### src/rtl/mybus_resp_mc.sv
// mybus_resp_mc : multi-channel MyBus responder.
//
// Each of NCH request channels pushes {data} into its own DEPTH-entry FIFO
// when start[i] is seen while ready[i] is high. Buffered words are drained
// round-robin onto a single registered valid/ack output port.
//
// Ports:
//   ck         clock
//   srst_n     synchronous active-low reset
//   start      per-channel request strobe
//   data       per-channel request data, channel i at [i*DATA_W +: DATA_W]
//   ready      registered per-channel "can accept" flag
//   dataReady  registered output valid
//   dataOut    registered output data
//   chOut      source channel of dataOut
//   dataAck    consumer accepts dataOut
//   ovf        sticky per-channel overflow (request dropped while !ready)
//   clr_ovf    clears ovf (and parErr); a same-cycle drop still sets its bit
//   dataPar    (MYBUS_RESP_PARITY_EN) even parity of {chOut, dataOut}
//   parErr     (MYBUS_RESP_PARITY_EN) sticky stored-parity mismatch flag
//
// Optional feature macro: MYBUS_RESP_PARITY_EN

module mybus_resp_mc #(
    parameter int NCH    = 4,
    parameter int DATA_W = 8,
    parameter int DEPTH  = 4
) (
    input  logic                   ck,
    input  logic                   srst_n,
    input  logic [NCH-1:0]         start,
    input  logic [NCH*DATA_W-1:0]  data,
    output logic [NCH-1:0]         ready,
    output logic                   dataReady,
    output logic [DATA_W-1:0]      dataOut,
    output logic [$clog2(NCH)-1:0] chOut,
    input  logic                   dataAck,
    output logic [NCH-1:0]         ovf,
`ifdef MYBUS_RESP_PARITY_EN
    output logic                   dataPar,
    output logic                   parErr,
`endif
    input  logic                   clr_ovf
);

    localparam int CH_W = $clog2(NCH);
    localparam int PW   = $clog2(DEPTH);
    localparam int CW   = PW + 1;
`ifdef MYBUS_RESP_PARITY_EN
    localparam int EW   = DATA_W + 1;   // {parity, data}
`else
    localparam int EW   = DATA_W;
`endif

    typedef enum logic {IDLE = 1'b0, HOLD = 1'b1} state_t;

    state_t          state_q, state_nxt;
    logic [EW-1:0]   mem [NCH][DEPTH];
    logic [EW-1:0]   wr_entry [NCH];
    logic [PW-1:0]   wr_ptr [NCH];
    logic [PW-1:0]   rd_ptr [NCH];
    logic [CW-1:0]   count_q [NCH];
    logic [CW-1:0]   count_nxt [NCH];
    logic [NCH-1:0]  push, pop, nonempty;
    logic [CH_W-1:0] last_grant, grant_idx;
    logic            grant_valid, load;
    logic [EW-1:0]   rd_entry;

    // Acceptance uses only the registered ready, never the current pop.
    assign push = start & ready;

    always_comb begin
        for (int i = 0; i < NCH; i++) begin
`ifdef MYBUS_RESP_PARITY_EN
            wr_entry[i] = {^data[i*DATA_W +: DATA_W], data[i*DATA_W +: DATA_W]};
`else
            wr_entry[i] = data[i*DATA_W +: DATA_W];
`endif
            nonempty[i]  = (count_q[i] != '0);
            count_nxt[i] = count_q[i] + CW'(push[i]) - CW'(pop[i]);
        end
    end

    // Round-robin scan starting just after the last granted channel. Only
    // entries already stored (registered counts) are eligible.
    always_comb begin
        int              idx;
        logic [CH_W-1:0] cidx;
        // NOTE: every signal driven here gets a default first so no latch is inferred.
        grant_valid = 1'b0;
        grant_idx   = '0;
        for (int k = 1; k <= NCH; k++) begin
            idx  = (int'(last_grant) + k) % NCH;
            cidx = CH_W'(idx);
            if (!grant_valid && nonempty[cidx]) begin
                grant_valid = 1'b1;
                grant_idx   = cidx;
            end
        end
    end

    assign rd_entry = mem[grant_idx][rd_ptr[grant_idx]];

    // Output FSM: state register.
    always_ff @(posedge ck) begin
        // NOTE: sequential state uses non-blocking assignments so every flop samples pre-edge values.
        if (!srst_n) state_q <= IDLE;
        else         state_q <= state_nxt;
    end

    // Output FSM: next state. In HOLD an ack with more data reloads in place.
    always_comb begin
        state_nxt = state_q;
        unique case (state_q)
            IDLE: state_nxt = grant_valid ? HOLD : IDLE;
            HOLD: if (dataAck) state_nxt = grant_valid ? HOLD : IDLE;
            default: state_nxt = IDLE;
        endcase
    end

    // Output FSM: outputs / control decode.
    always_comb begin
        load = grant_valid && ((state_q == IDLE) || dataAck);
        pop  = '0;
        if (load) pop[grant_idx] = 1'b1;
        dataReady = (state_q == HOLD);
    end

    // FIFO bookkeeping, ready, overflow and arbitration history.
    always_ff @(posedge ck) begin
        if (!srst_n) begin
            last_grant <= CH_W'(NCH - 1);   // channel 0 wins first after reset
            ready      <= '0;
            ovf        <= '0;
            for (int i = 0; i < NCH; i++) begin
                wr_ptr[i]  <= '0;
                rd_ptr[i]  <= '0;
                count_q[i] <= '0;
            end
        end else begin
            if (load) last_grant <= grant_idx;
            for (int i = 0; i < NCH; i++) begin
                if (push[i]) wr_ptr[i] <= wr_ptr[i] + 1'b1;
                if (pop[i])  rd_ptr[i] <= rd_ptr[i] + 1'b1;
                count_q[i] <= count_nxt[i];
                ready[i]   <= (count_nxt[i] < CW'(DEPTH));
            end
            // Set wins over clear for a drop in the same cycle as clr_ovf.
            ovf <= (clr_ovf ? '0 : ovf) | (start & ~ready);
        end
    end

    // NOTE: FIFO storage has no reset; validity is tracked by the counts alone.
    always_ff @(posedge ck) begin
        for (int i = 0; i < NCH; i++) begin
            if (push[i]) mem[i][wr_ptr[i]] <= wr_entry[i];
        end
    end

    // Output data path: loaded on a grant, held otherwise.
    always_ff @(posedge ck) begin
        if (!srst_n) begin
            dataOut <= '0;
            chOut   <= '0;
`ifdef MYBUS_RESP_PARITY_EN
            dataPar <= 1'b0;
            parErr  <= 1'b0;
`endif
        end else begin
            if (load) begin
                dataOut <= rd_entry[DATA_W-1:0];
                chOut   <= grant_idx;
`ifdef MYBUS_RESP_PARITY_EN
                dataPar <= ^{grant_idx, rd_entry[DATA_W-1:0]};
`endif
            end
`ifdef MYBUS_RESP_PARITY_EN
            parErr <= (clr_ovf ? 1'b0 : parErr) |
                      (load && (rd_entry[DATA_W] != ^rd_entry[DATA_W-1:0]));
`endif
        end
    end

endmodule
### config.mk
export PLATFORM = sky130hd
export DESIGN_NAME = mybus_resp_mc
export DESIGN_NICKNAME = d
export VERILOG_FILES = /design/src/rtl/mybus_resp_mc.sv
export SDC_FILE = /design/constraint.sdc
export NUM_CORES = 1
export LEC_CHECK = 0
export CORE_ASPECT_RATIO = 0.9
export CORE_MARGIN = 5
export CORE_UTILIZATION = 40
export CTS_CLUSTER_SIZE = 25
export DETAILED_ROUTE_END_ITERATION = 12
export PLACE_DENSITY_LB_ADDON = 0.1
export SYNTH_ARGS = -nofsm -noshare
export SYNTH_HDL_FRONTEND = slang
export SYNTH_SLANG_ARGS = --single-unit
export TNS_END_PERCENT = 10
### constraint.sdc
create_clock -name ck -period 3.32 [get_ports ck]
set_input_delay 0.83 -clock ck [delete_from_list [all_inputs] [get_ports ck]]
set_output_delay 0.83 -clock ck [all_outputs]
set_load 0.05 [all_outputs]
== After elaboration in Yosys (flattened, before gate mapping) ==
Memories as Yosys holds them, arrays and structs flattened.
Cells that the tools add are included.
Cells by class
  multiplexer cells: 76
  bitwise gates (word level): 22
  $add $sub $neg: 20
  magnitude comparators: 19
  reduce and logical (&&, ||, !) cells: 17
Operator list (number)
  $mux W32: 4
  $demux W8 S2: 4
  $mux W8: 6
  $mux W1: 37
  $mux W2: 12
  $add A2 B1 Y2 const B: 10
  $bmux W8 S2: 1
  $ge A3 B3 Y1 const B: 5
  $lt A2 B3 Y1 const B: 5
  $not A2 Y3: 5
  $add A3 B1 Y3: 4
  $lt A3 B1 Y1 const B: 4
  $lt A3 B3 Y1 const B: 4
  $mux W3: 4
  $or A1 B1 Y1: 12
  $reduce_bool A3 Y1: 4
  $sub A3 B1 Y3: 4
  $logic_and A1 B1 Y1: 9
  $and A4 B4 Y4: 2
  $bmux W1 S2: 4
  $mux W4: 2
  $add A2 B2 Y2 const B: 2
  $not A4 Y4: 1
  $or A4 B4 Y4: 1
  other kinds (6): 8
Storage, ports and cells
  logic and storage cells: 164
  input bits: 40
  bits in writable memories: 156
  memories: 4
  register bits after elaboration: 21
  output and inout port bits: 19
Memories
  mem: words 4, bits a word 32, read ports 1, clocked after memory_dff 0, wr ports 4, line 58  | logic [EW-1:0] mem [NCH][DEPTH];
  count_q: words 4, bits a word 3, read ports 4, clocked after memory_dff 0, wr ports 4, line 62  | logic [CW-1:0] count_q [NCH];
  rd_ptr: words 4, bits a word 2, read ports 5, clocked after memory_dff 0, wr ports 4, line 61  | logic [PW-1:0] rd_ptr [NCH];
  wr_ptr: words 4, bits a word 2, read ports 4, clocked after memory_dff 0, wr ports 4, line 60  | logic [PW-1:0] wr_ptr [NCH];

== Longest topological paths before layout ==
Gate-level depths: netlist (run 1).
  depth in word-level cells: 22
  mapped depth: 15
  gate-level depth less buffers: 13

== Worst setup path after synthesis (run 1) ==
OpenSTA, ideal clock, no wires.
  path kind: register to register
  start: memory count_q[3][1] (netlist bit)
  end: register ready[1]
  path buffers: 2
  data arrival time: 3230 ps
  slack: -25 ps
  cell stages (with the launch flop): 16
  required time: 3205 ps
  clock period less this slack: 3345 ps
  library setup time: 115 ps
  cell sequence: dfxtp_1 -> or3_1 -> o32a_1 -> nand2_4 -> buf_2 -> clkbuf_1 -> nand2_1 -> nor2_1 -> ha_1 -> inv_1 -> ha_1 -> inv_1 -> fa_1 -> xor2_1 -> xnor2_1 -> and2_1
RTL lines
  start, declared: line 62
  end signal, assigned by index: line 146  | ready[i] <= (count_nxt[i] < CW'(DEPTH));
  end, declared: line 33  | output logic [NCH-1:0] ready,

==> impl_metrics.json, run 1 <==
{
  "synth-simple-area-share_pct": 7.77,
  "end_kind": "flop",
  "final_core_util_pct": 48.8,
  "grt_pass1_vias": 4469,
  "post-dp-hpwl_mm": 12.0,
  "hold_buffers": 0,
  "drt_iter0_markers": 230,
  "clk_latency_ns": 0.43,
  "io_buffers": 58,
  "gp_congestion": 0.747,
  "track_usage_pct": 16.5,
  "power_density_nw_per_um2": 1010,
  "die_area_sq_um": 21800,
  "cts_setup_buffers": 0,
  "holdCritStartpoint": "chOut[1]",
  "synth_xor_area_share_pct": 1.39,
  "synth-compound-area-share_pct": 3.66,
  "cts_made_buffers": 17,
  "cp.arrival_ns": 3.37,
  "synth_fp_nets": 548,
  "cts-root-buf": "clkbuf_16",
  "cap_violations": 0,
  "tritoncts": "built",
  "synth_warnings": 0,
  "h-tree-depth": 4,
  "drive_gt1_share_pct": 13.7,
  "worstPathMaxFanout": 5,
  "clk_pin_slew_worst_paths_ns": 0.07,
  "slew_headroom_pct": 20.8,
  "min_path_type": "flop to flop",
  "setup_viol": 0,
  "final_nets": 624,
  "outcome": "completed",
  "clock_path_buffers": 2,
  "critical_path.startpoint_type": "flop",
  "die_y_microns": 141,
  "async_flop_share_pct": 0,
  "period_share_pct": 91.7,
  "ys_seq_area_share_pct": 65.7,
  "design.core.area_sq_um": 18500,
  "worst_slew_pin_slew_ns": 1.19,
  "ys.flop_type": "edfxtp_1",
  "hold_viol": 0,
  "ir_drop_mv": 0.426,
  "netlist_area_sq_um": 7590,
  "critical_path_class": "flop to flop",
  "drc": 0,
  "clock_skew_ns": 0.0102,
  "syn2layout_area_growth_pct": 19.3,
  "viasPerCell": 5.13,
  "yosys.area_share.adder_pct": 5.01,
  "max_freq_mhz": 328,
  "n_fill_cell": 1580,
  "clock-sinks": 177,
  "period_needed_ns": 3.05,
  "rsz0062_at_grt": "no",
  "fin_total_pwr_mw": 9.13,
  "boundaryPins": 59,
  "postSynthCellCount": 480,
  "maxSlewViolCount": 0,
  "layout.cells.most_common_list": "144 x edfxtp_1, 58 x clkdlybuf4s50_1, 56 x mux2i_1",
  "grt_max_degree": 46,
  "regToRegStartpoint": "count_q[2][1]",
  "final_common_cell": "edfxtp_1",
  "start_util_pct": 41.0,
  "routed-via-count": 4174,
  "die_x_microns": 155,
  "critPathLaunch": "count_q[2][1]",
  "ys_ff_latch": 177,
  "ant_nets": 0,
  "p_leak_nw": 3.45,
  "ctsResizeCount": 0,
  "grt_pass1_wl_mm": 26.4,
  "synth_top_family_by_area": "multiplexers",
  "synth.area.mux_share_pct": 13.7,
  "drt-total-wl_mm": 17.3,
  "first_pass_iters": 4,
  "rows": 47,
  "synth.avg_cell_area_sq_um": 15.8,
  "required_ns": 3.64,
  "antenna_found_initial": 0,
  "synth_cell_types": 45,
  "overflow": 0,
  "synth-edff-count": 144,
  "num_antenna_cells": 0,
  "wl_per_cell_microns": 21.2
}
## path summary, 6_finish.rpt
kind                                  to  slack (ns)  cells past startpoint
worst min register to register  chOut[1]        0.49                      2
worst min-delay path            chOut[1]        0.49                      2
worst max-delay path            ready[0]        0.27                     12
worst max register to register  ready[0]        0.27                     12
## kinds of logic after synthesis
| kind of cell | count (synthesis) |
|---|---|
| xor+xnor | 12 |
| mux | 81 |
| fa+ha+maj | 28 |
| flops | 177 |
| buf+inv | 46 |
| compound gates | 34 |
| simple gates | 102 |
## cell type report
type	count	area (sq um)	area share, %
sequential	177	4980	55.1
multi-input combinational	257	2400	26.5
timing repair buffer	75	708	7.83
clock buffer	18	429	4.74
tap	245	307	3.39
clock inverter	14	114	1.26
inverter	28	105	1.16
## state kept, by name, summed over array words and instances (netlist names)
register / count
mem: 128
count_q: 12
dataOut: 8
rd_ptr: 8
wr_ptr: 8
ovf: 4
ready: 4
chOut: 2
last_grant: 2
dataReady: 1
## synth_stat cells (all sizes together) (2+ instances only)
library cell    n  area [sq um]
fa              4          80.1
nor3            3          36.3
edfxtp        144          4320
nor2b          10          62.6
o22ai           5          31.3
mux4           17           383
a221o           8          80.1
mux2            8          97.6
nor2           22          82.6
or3             4          35.0
xor2            4          35.0
clkbuf          8          30.0
and3           26           163
dfxtp          33           661
ha             24           300
a21oi           2          10.0
o21ai           8          40.0
mux2i          56           561
inv            28           105
nand3           4          20.0
buf            10          72.6
nand2b          6          37.5
nand2          10          45.0
xnor2           8          70.1
a211oi          2          20.0
and2           16           100
o32ai           2          17.5
## report_power, final
group / switching [mW] / internal (mW)
clock: 0.835 / 1.03
sequential: 0.206 / 2.74
combinational: 2.29 / 2.03
## layer usage
metal / up-vias / GRT usage [%] / wire, microns
met1: 2091 / 21.4 / 7760
met3: 22 / 4.51 / 890
met4: 0 / 5.25 / 260
li1: 1951 / - / -
met5: - / 0 / 0
met2: 110 / 26.9 / 8360
## metrics by stage
step,worst slack (ns),area (sq um),hold WS (ns),TNS (ns),std cells
4_1_cts,0.250,9050,0.490,0,814
5_1_grt,0.107,9050,0.504,0,814
6_report,0.275,9050,0.486,0,814
2_1_floorplan,0.106,7590,0.567,0,480
3_3_place_gp,-0.0425,8510,0.468,-0.0774,782
3_5_place_dp,-0.109,8510,0.476,-0.333,782
## critical path, cell delays in order (launching register included)
cell	delay, ns
dfxtp_1	0.35
or4_1	0.51
o32ai_1	0.29
a211o_1	0.34
nor2_1	0.12
ha_1	0.28
inv_1	0.06
ha_1	0.13
inv_1	0.04
fa_1	0.37
xor2_1	0.16
xnor2_1	0.14
and2_1	0.16
Note: power is estimated with default switching activity, not from simulation.
==> run 2, diff against run 1 <==
Settings changed: TNS_END_PERCENT 10 to unset.
==> results of run 2 <==
No change in the layout: final DEF, timing and power equal those of run 1.
